==> src/rtl/instr_pkg.sv <==
// Shared types and constants for the MIPS instruction encoder/loader:
// field formats, FSM states, field positions and opcode values.
package instr_pkg;

    typedef enum logic [1:0] {
        FMT_R   = 2'd0,
        FMT_I   = 2'd1,
        FMT_J   = 2'd2,
        FMT_RSV = 2'd3
    } fmt_e;

    typedef enum logic [1:0] {
        ST_IDLE  = 2'd0,
        ST_LOAD  = 2'd1,
        ST_DRAIN = 2'd2,
        ST_DONE  = 2'd3
    } state_e;

    localparam int OP_MSB = 31;
    localparam int RS_LSB = 21;
    localparam int RT_LSB = 16;
    localparam int RD_LSB = 11;
    localparam int SH_LSB = 6;

    localparam logic [5:0] OP_RTYPE = 6'h00;
    localparam logic [5:0] OP_J     = 6'h02;
    localparam logic [5:0] OP_JAL   = 6'h03;

    // True when the declared format agrees with the opcode class.
    function automatic logic fmt_matches_op(input fmt_e fmt, input logic [5:0] op);
        logic ok;
        ok = 1'b0;
        case (fmt)
            FMT_R:   ok = (op == OP_RTYPE);
            FMT_J:   ok = (op == OP_J) || (op == OP_JAL);
            FMT_I:   ok = (op != OP_RTYPE) && (op != OP_J) && (op != OP_JAL);
            default: ok = 1'b0;
        endcase
        return ok;
    endfunction

endpackage

==> src/rtl/word_fifo.sv <==
// Synchronous FIFO with power-of-two depth; head word is visible combinationally
// while not empty. Pointers carry one extra wrap bit to tell full from empty.
module word_fifo #(
    parameter int DEPTH = 2,
    parameter int WIDTH = 32
) (
    input  logic             clk,
    input  logic             rst_n,
    input  logic             push,
    input  logic [WIDTH-1:0] push_data,
    input  logic             pop,
    output logic [WIDTH-1:0] head,
    output logic             empty,
    output logic             full
);

    localparam int PTR_W = $clog2(DEPTH);

    logic [PTR_W:0]   wr_ptr_q, wr_ptr_d;
    logic [PTR_W:0]   rd_ptr_q, rd_ptr_d;
    logic [WIDTH-1:0] mem_q [DEPTH];
    logic             do_push, do_pop;

    assign empty   = (wr_ptr_q == rd_ptr_q);
    assign full    = (wr_ptr_q[PTR_W] != rd_ptr_q[PTR_W]) &&
                     (wr_ptr_q[PTR_W-1:0] == rd_ptr_q[PTR_W-1:0]);
    assign do_push = push && !full;
    assign do_pop  = pop && !empty;
    assign head    = mem_q[rd_ptr_q[PTR_W-1:0]];

    always_comb begin
        wr_ptr_d = wr_ptr_q;
        rd_ptr_d = rd_ptr_q;
        if (do_push) wr_ptr_d = wr_ptr_q + 1'b1;
        if (do_pop)  rd_ptr_d = rd_ptr_q + 1'b1;
    end

    // NOTE: sequential state uses non-blocking assignments so every flop samples pre-edge values.
    always_ff @(posedge clk or negedge rst_n) begin
        if (!rst_n) begin
            wr_ptr_q <= '0;
            rd_ptr_q <= '0;
        end else begin
            wr_ptr_q <= wr_ptr_d;
            rd_ptr_q <= rd_ptr_d;
        end
    end

    // NOTE: storage is not reset; the pointers alone define which entries are valid.
    always_ff @(posedge clk) begin
        if (do_push) mem_q[wr_ptr_q[PTR_W-1:0]] <= push_data;
    end

endmodule

==> src/rtl/instr_encoder_loader.sv <==
// Packs MIPS R/I/J fields into 32-bit words and streams them into instruction memory.
// Optional opcode/format consistency check: define ENCODER_OPCODE_CHECK_EN.
module instr_encoder_loader #(
    parameter int ADDR_W     = 8,
    parameter int FIFO_DEPTH = 2
) (
    input  logic              clk,
    input  logic              rst_n,
    input  logic              Start,
    input  logic [ADDR_W-1:0] BaseAddr,
    input  logic [ADDR_W:0]   Length,
    input  logic              FieldValid,
    output logic              FieldReady,
    input  logic [1:0]        Format,
    input  logic [5:0]        Upcode,
    input  logic [4:0]        Reg1,
    input  logic [4:0]        Reg2,
    input  logic [4:0]        Reg3,
    input  logic [4:0]        Shamt,
    input  logic [5:0]        Funct,
    input  logic [15:0]       Inmediate,
    input  logic [25:0]       Target,
    output logic              MemWrite,
    input  logic              MemReady,
    output logic [ADDR_W-1:0] MemAddr,
    output logic [31:0]       MemData,
    output logic              Busy,
    output logic              Done,
    output logic              Error
);

    import instr_pkg::*;

    state_e            state_q, state_d;
    logic [ADDR_W:0]   len_q, len_d;
    logic [ADDR_W:0]   cnt_q, cnt_d;
    logic [ADDR_W-1:0] addr_q, addr_d;
    logic              error_q, error_d;

    fmt_e        fmt;
    logic [31:0] enc_word;
    logic [31:0] fifo_head;
    logic        fifo_empty, fifo_full;
    logic        accept, bundle_ok, push, pop;

    assign fmt = fmt_e'(Format);

`ifdef ENCODER_OPCODE_CHECK_EN
    assign bundle_ok = (fmt != FMT_RSV) && fmt_matches_op(fmt, Upcode);
`else
    assign bundle_ok = (fmt != FMT_RSV);
`endif

    // Ready depends only on registered state so it never loops through FieldValid.
    assign FieldReady = (state_q == ST_LOAD) && !fifo_full && (cnt_q < len_q);
    assign accept     = FieldValid && FieldReady;
    assign push       = accept && bundle_ok;
    assign pop        = MemWrite && MemReady;

    assign MemWrite = !fifo_empty;
    assign MemData  = fifo_empty ? 32'h0 : fifo_head;
    assign MemAddr  = addr_q;
    assign Busy     = (state_q == ST_LOAD) || (state_q == ST_DRAIN);
    assign Done     = (state_q == ST_DONE);
    assign Error    = error_q;

    // NOTE: combinational blocks assign a default first so no path infers a latch.
    always_comb begin
        enc_word = 32'h0;
        enc_word[OP_MSB -: 6] = Upcode;
        case (fmt)
            FMT_R: begin
                enc_word[RS_LSB +: 5]   = Reg1;
                enc_word[RT_LSB +: 5]   = Reg2;
                enc_word[RD_LSB +: 5]   = Reg3;
                enc_word[SH_LSB +: 5]   = Shamt;
                enc_word[SH_LSB-1:0]    = Funct;
            end
            FMT_I: begin
                enc_word[RS_LSB +: 5]   = Reg1;
                enc_word[RT_LSB +: 5]   = Reg2;
                enc_word[RT_LSB-1:0]    = Inmediate;
            end
            FMT_J: begin
                enc_word[RS_LSB+4:0]    = Target;
            end
            default: enc_word = 32'h0;
        endcase
    end

    always_comb begin
        state_d = state_q;
        len_d   = len_q;
        cnt_d   = cnt_q;
        addr_d  = addr_q;
        error_d = error_q;

        if (pop) addr_d = addr_q + 1'b1;

        case (state_q)
            ST_IDLE: begin
                if (Start) begin
                    len_d   = Length;
                    cnt_d   = '0;
                    addr_d  = BaseAddr;
                    error_d = 1'b0;
                    state_d = (Length == '0) ? ST_DONE : ST_LOAD;
                end
            end
            ST_LOAD: begin
                if (accept) begin
                    cnt_d = cnt_q + 1'b1;
                    if (!bundle_ok) error_d = 1'b1;
                    if ((cnt_q + 1'b1) == len_q) state_d = ST_DRAIN;
                end
            end
            ST_DRAIN: begin
                if (fifo_empty) state_d = ST_DONE;
            end
            ST_DONE: begin
                state_d = ST_IDLE;
            end
            default: state_d = ST_IDLE;
        endcase
    end

    always_ff @(posedge clk or negedge rst_n) begin
        if (!rst_n) begin
            state_q <= ST_IDLE;
            len_q   <= '0;
            cnt_q   <= '0;
            addr_q  <= '0;
            error_q <= 1'b0;
        end else begin
            state_q <= state_d;
            len_q   <= len_d;
            cnt_q   <= cnt_d;
            addr_q  <= addr_d;
            error_q <= error_d;
        end
    end

    word_fifo #(
        .DEPTH(FIFO_DEPTH),
        .WIDTH(32)
    ) u_word_fifo (
        .clk      (clk),
        .rst_n    (rst_n),
        .push     (push),
        .push_data(enc_word),
        .pop      (pop),
        .head     (fifo_head),
        .empty    (fifo_empty),
        .full     (fifo_full)
    );

endmodule

==> config.mk <==
export PLATFORM = sky130hd
export DESIGN_NAME = instr_encoder_loader
export DESIGN_NICKNAME = d
export VERILOG_FILES = /design/src/rtl/instr_pkg.sv /design/src/rtl/word_fifo.sv /design/src/rtl/instr_encoder_loader.sv
export SDC_FILE = /design/constraint.sdc
export NUM_CORES = 1
export LEC_CHECK = 0
export CAP_MARGIN = 10
export CORE_MARGIN = 2
export CORE_UTILIZATION = 40
export CTS_BUF_LIST = sky130_fd_sc_hd__clkbuf_2
export CTS_CLUSTER_SIZE = 30
export DETAILED_ROUTE_END_ITERATION = 10
export GPL_TIMING_DRIVEN = 0
export PLACE_DENSITY_LB_ADDON = 0.3
export SYNTH_ARGS = -nofsm -noshare
export SYNTH_HDL_FRONTEND = slang
export SYNTH_SLANG_ARGS = --single-unit
==> constraint.sdc <==
create_clock -name clk -period 9.3 [get_ports clk]
set_input_delay 0.93 -clock clk [delete_from_list [all_inputs] [get_ports clk]]
set_output_delay 0.93 -clock clk [all_outputs]
set_load 0.02 [all_outputs]
==> summary.txt <==
router iterations before antenna repair = 4
first-pass GRT wire length = 20.4 mm
Post-route DRC = 0
Max Fanout on Critical Path = 5
Num CTS Buffers = 9
PortBufs = 140
WS Path Type = reg2out
Placer Congestion = 0.860
Area contributors post-synth = edfxtp_1 37%, dfrtp_1 16%, mux2i_1 9.7%
Post-Syn Nets = 586
share of the synthesized area in the top cell type = 0.371
met3 usage = 0.0543
crit path cell chain = inv_1 > ha_1 > o21ai_0 > a21oi_1 > o31a_2 > and4b_2 > clkdlybuf4s50_1
GR peak layer = met2
largest net degree at the start of global routing = 34
PwrDens = 276 nW/um^2
Mapped Area = 5180 um^2
Hold Crit Class = in2async
endpoints failing setup = 0
GRT Util Overall = 0.185
postcts setup bufs = 0
Initial DRC Count = 140
Layout Area Growth over Synthesis = 34.0%
row count = 41
CTS tree = built
post-layout util = 0.551
Max IR drop VDD = 0.000145 V
Worst Setup Start Kind = flip-flop
crit path time final = 3.86 ns
clock-pin slew on the worst setup and hold paths = 0.27 ns
EDFF count, synth = 64
Total Power = 1.92 mW
Clock Skew = 0.0270 ns
root buf cell = clkbuf_2
share of layout cells above drive strength 1 = 0.0856
Resized Gates After CTS = 0
relative slew slack = 0.486
drt via density = 5.05
met2 Track Usage GR = 0.324
ys async rst share = 0.340
setup_tns = 0 ns
endpoint type of the worst setup path = output port
die height = 118 um
NumNets Final = 739
Max Fclk = 0.259 GHz
predominant post-synthesis flop cell = edfxtp_1
CTS max path bufs = 2
Core ar. = 12600 um^2
post-synthesis sequential area ratio = 0.530
worst path required time = 8.37 ns
io pins = 143
synthesized flop and latch total = 97
Hold Violations, Final = 0
max_cap viols = 0
Setup WS post-layout = 5.44 ns
Syn Area/Cell = 11.0 um^2
met1 Use GR = 0.215
DR WL/cell = 15.5 um
Worst-Skew Late Latency = 0.60 ns
Arrival @ worst endpoint = 2.93 ns
status = completed
Die Wd = 118 um
worst hold slack = 0.358 ns
dpl hpwl = 9.39 mm
leak pwr = 2.77 nW
CTS HTree Levels = 3
Slew @ Worst Pin = 0.771 ns
worst stage delay on the critical path = 0.62 ns
Initial Util = 0.411
Final Cycle Share = 0.415
Remaining Overflow, GRT = 0
antenna violations before repair = 0
RSZ-0062 raised after global routing = no
WL final = 12.4 mm
vias in the first global route = 4209
biggest area consumer among synthesized cells = edfxtp_1
ant diodes = 0
reg2reg path depth = 9
Final Max Tran Viols = 0
hold_buf cts = 0
Ys Warns = 0
DIE AREA = 13900 um^2
worst slack, placed = 6.08 ns
gate count after technology mapping = 473
Clock Sink Count = 97
Distinct cells, synth = 60
via count = 4052
Max stage delay cell, worst path = clkdlybuf4s50_1
Final ANT Viol Nets = 0
-- report_power, final --
part           leakage, nW  switching, mW  total, mW  internal [mW]
logic                 1.71          0.608       1.11          0.499
registers            0.989         0.0681      0.623          0.555
clock network       0.0683          0.153      0.191         0.0387
-- area by class of cell --
| cell class | instances | area, um^2 |
|---|---|---|
| clock buffers | 9 | 45.0 |
| inverters | 23 | 86.3 |
| clock inverters | 7 | 52.6 |
| plain buffers | 24 | 115 |
| multi-input cells | 329 | 2240 |
| well taps | 172 | 215 |
| repair buffers | 142 | 1440 |
| fillers | 1172 | 5670 |
| flip-flops and latches | 97 | 2750 |
-- worst paths after layout --
| check | start | endpoint | slack, ns |
|---|---|---|---|
| min in group clk | u_word_fifo.rd_ptr_q[1]$_DFFE_PN0P_ | u_word_fifo.rd_ptr_q[1]$_DFFE_PN0P_ | 0.52 |
| max in group asynchronous | rst_n | cnt_q[3]$_DFFE_PN0P_ | 8.45 |
| hold / removal | rst_n | len_q[0]$_DFFE_PN0P_ | 0.36 |
| setup / recovery | len_q[2]$_DFFE_PN0P_ | FieldReady | 5.44 |
| setup reg to reg | len_q[2]$_DFFE_PN0P_ | u_word_fifo.mem_q[1][1]$_DFFE_PP_ | 6.42 |
| hold reg to reg | u_word_fifo.rd_ptr_q[1]$_DFFE_PN0P_ | u_word_fifo.rd_ptr_q[1]$_DFFE_PN0P_ | 0.52 |
-- sequential cells by signal, summed over array words and instances, names as in the netlist --
name                  flops
u_word_fifo.mem_q        64
cnt_q                     9
len_q                     9
MemAddr                   8
state_q                   2
u_word_fifo.rd_ptr_q      2
u_word_fifo.wr_ptr_q      2
Error                     1
-- critical path: cells and delay by family, from the launching register on --
kind                       cells  cell delay [ns]
adders and majority gates      1             0.28
DFF                            1             0.48
and+or+nand+nor                1             0.36
AOI/OAI and AO/OA              3             0.54
buffers and inverters          2             0.69
-- cells in the final DEF, fill, tap and decap left out, types with 2 or more instances in the layout --
cell / instances
clkdlybuf4s50_1: 139
edfxtp_1: 64
nor2_1: 51
mux2i_1: 50
nand2_1: 45
o21ai_0: 36
dfrtp_1: 33
inv_1: 23
xor2_1: 15
ha_1: 15
clkbuf_1: 12
a21oi_1: 12
nand3_1: 10
clkbuf_2: 10
mux2_2: 9
and2_1: 8
nand4_1: 7
xnor2_1: 7
nor3_1: 7
buf_1: 6
nor2b_1: 4
nand3b_1: 4
buf_2: 3
and3_1: 3
a22o_1: 3
clkinv_2: 3
nor2_4: 2
nand2b_1: 2
or3_1: 2
or4_1: 2
a31oi_1: 2
o22ai_1: 2
or3_2: 2
nand4b_1: 2
o221a_2: 2
o21a_1: 2
inv_6: 2
-- routing by layer --
| metal | up-vias | wire length, um | share of wire |
|---|---|---|---|
| met1 | 1923 | 5290 | 0.42 |
| met3 | 15 | 905 | 0.073 |
| li1 | 1986 | - | - |
| met4 | 0 | 211 | 0.017 |
| met2 | 128 | 6050 | 0.49 |
| met5 | - | 0 | 0 |
-- synth_stat cells, types with 3 or more instances --
cell type and instances:
edfxtp_1 64, nand3_1 10, nand2_1 45, inv_1 23, nor2b_1 4, and3_1 3, clkbuf_1 12, xor2_1 15
nand3b_1 4, and2_1 8, nand4_1 7, mux2_2 9, mux2i_1 50, xnor2_1 7, nor2_1 52, ha_1 15
nor3_1 7, a22o_1 3, o21ai_0 36, a21oi_1 12, dfrtp_1 33, buf_1 6
-- logic make-up after synthesis --
group           Yosys count  synth area share
flops                    97             0.530
xor+xnor                 22            0.0372
compound gates           71            0.0866
buf+inv                  47            0.0388
mux                      59             0.116
fa+ha+maj                16            0.0381
simple gates            161             0.153
-- through the flow --
step / instances / instance area (um^2)
final: 803 / 6950
after global routing: 803 / 6950
after CTS: 803 / 6950
after detailed placement: 787 / 6850
after global placement: 785 / 6800
after floorplan: 473 / 5180
(Power assumes the default switching activity.)
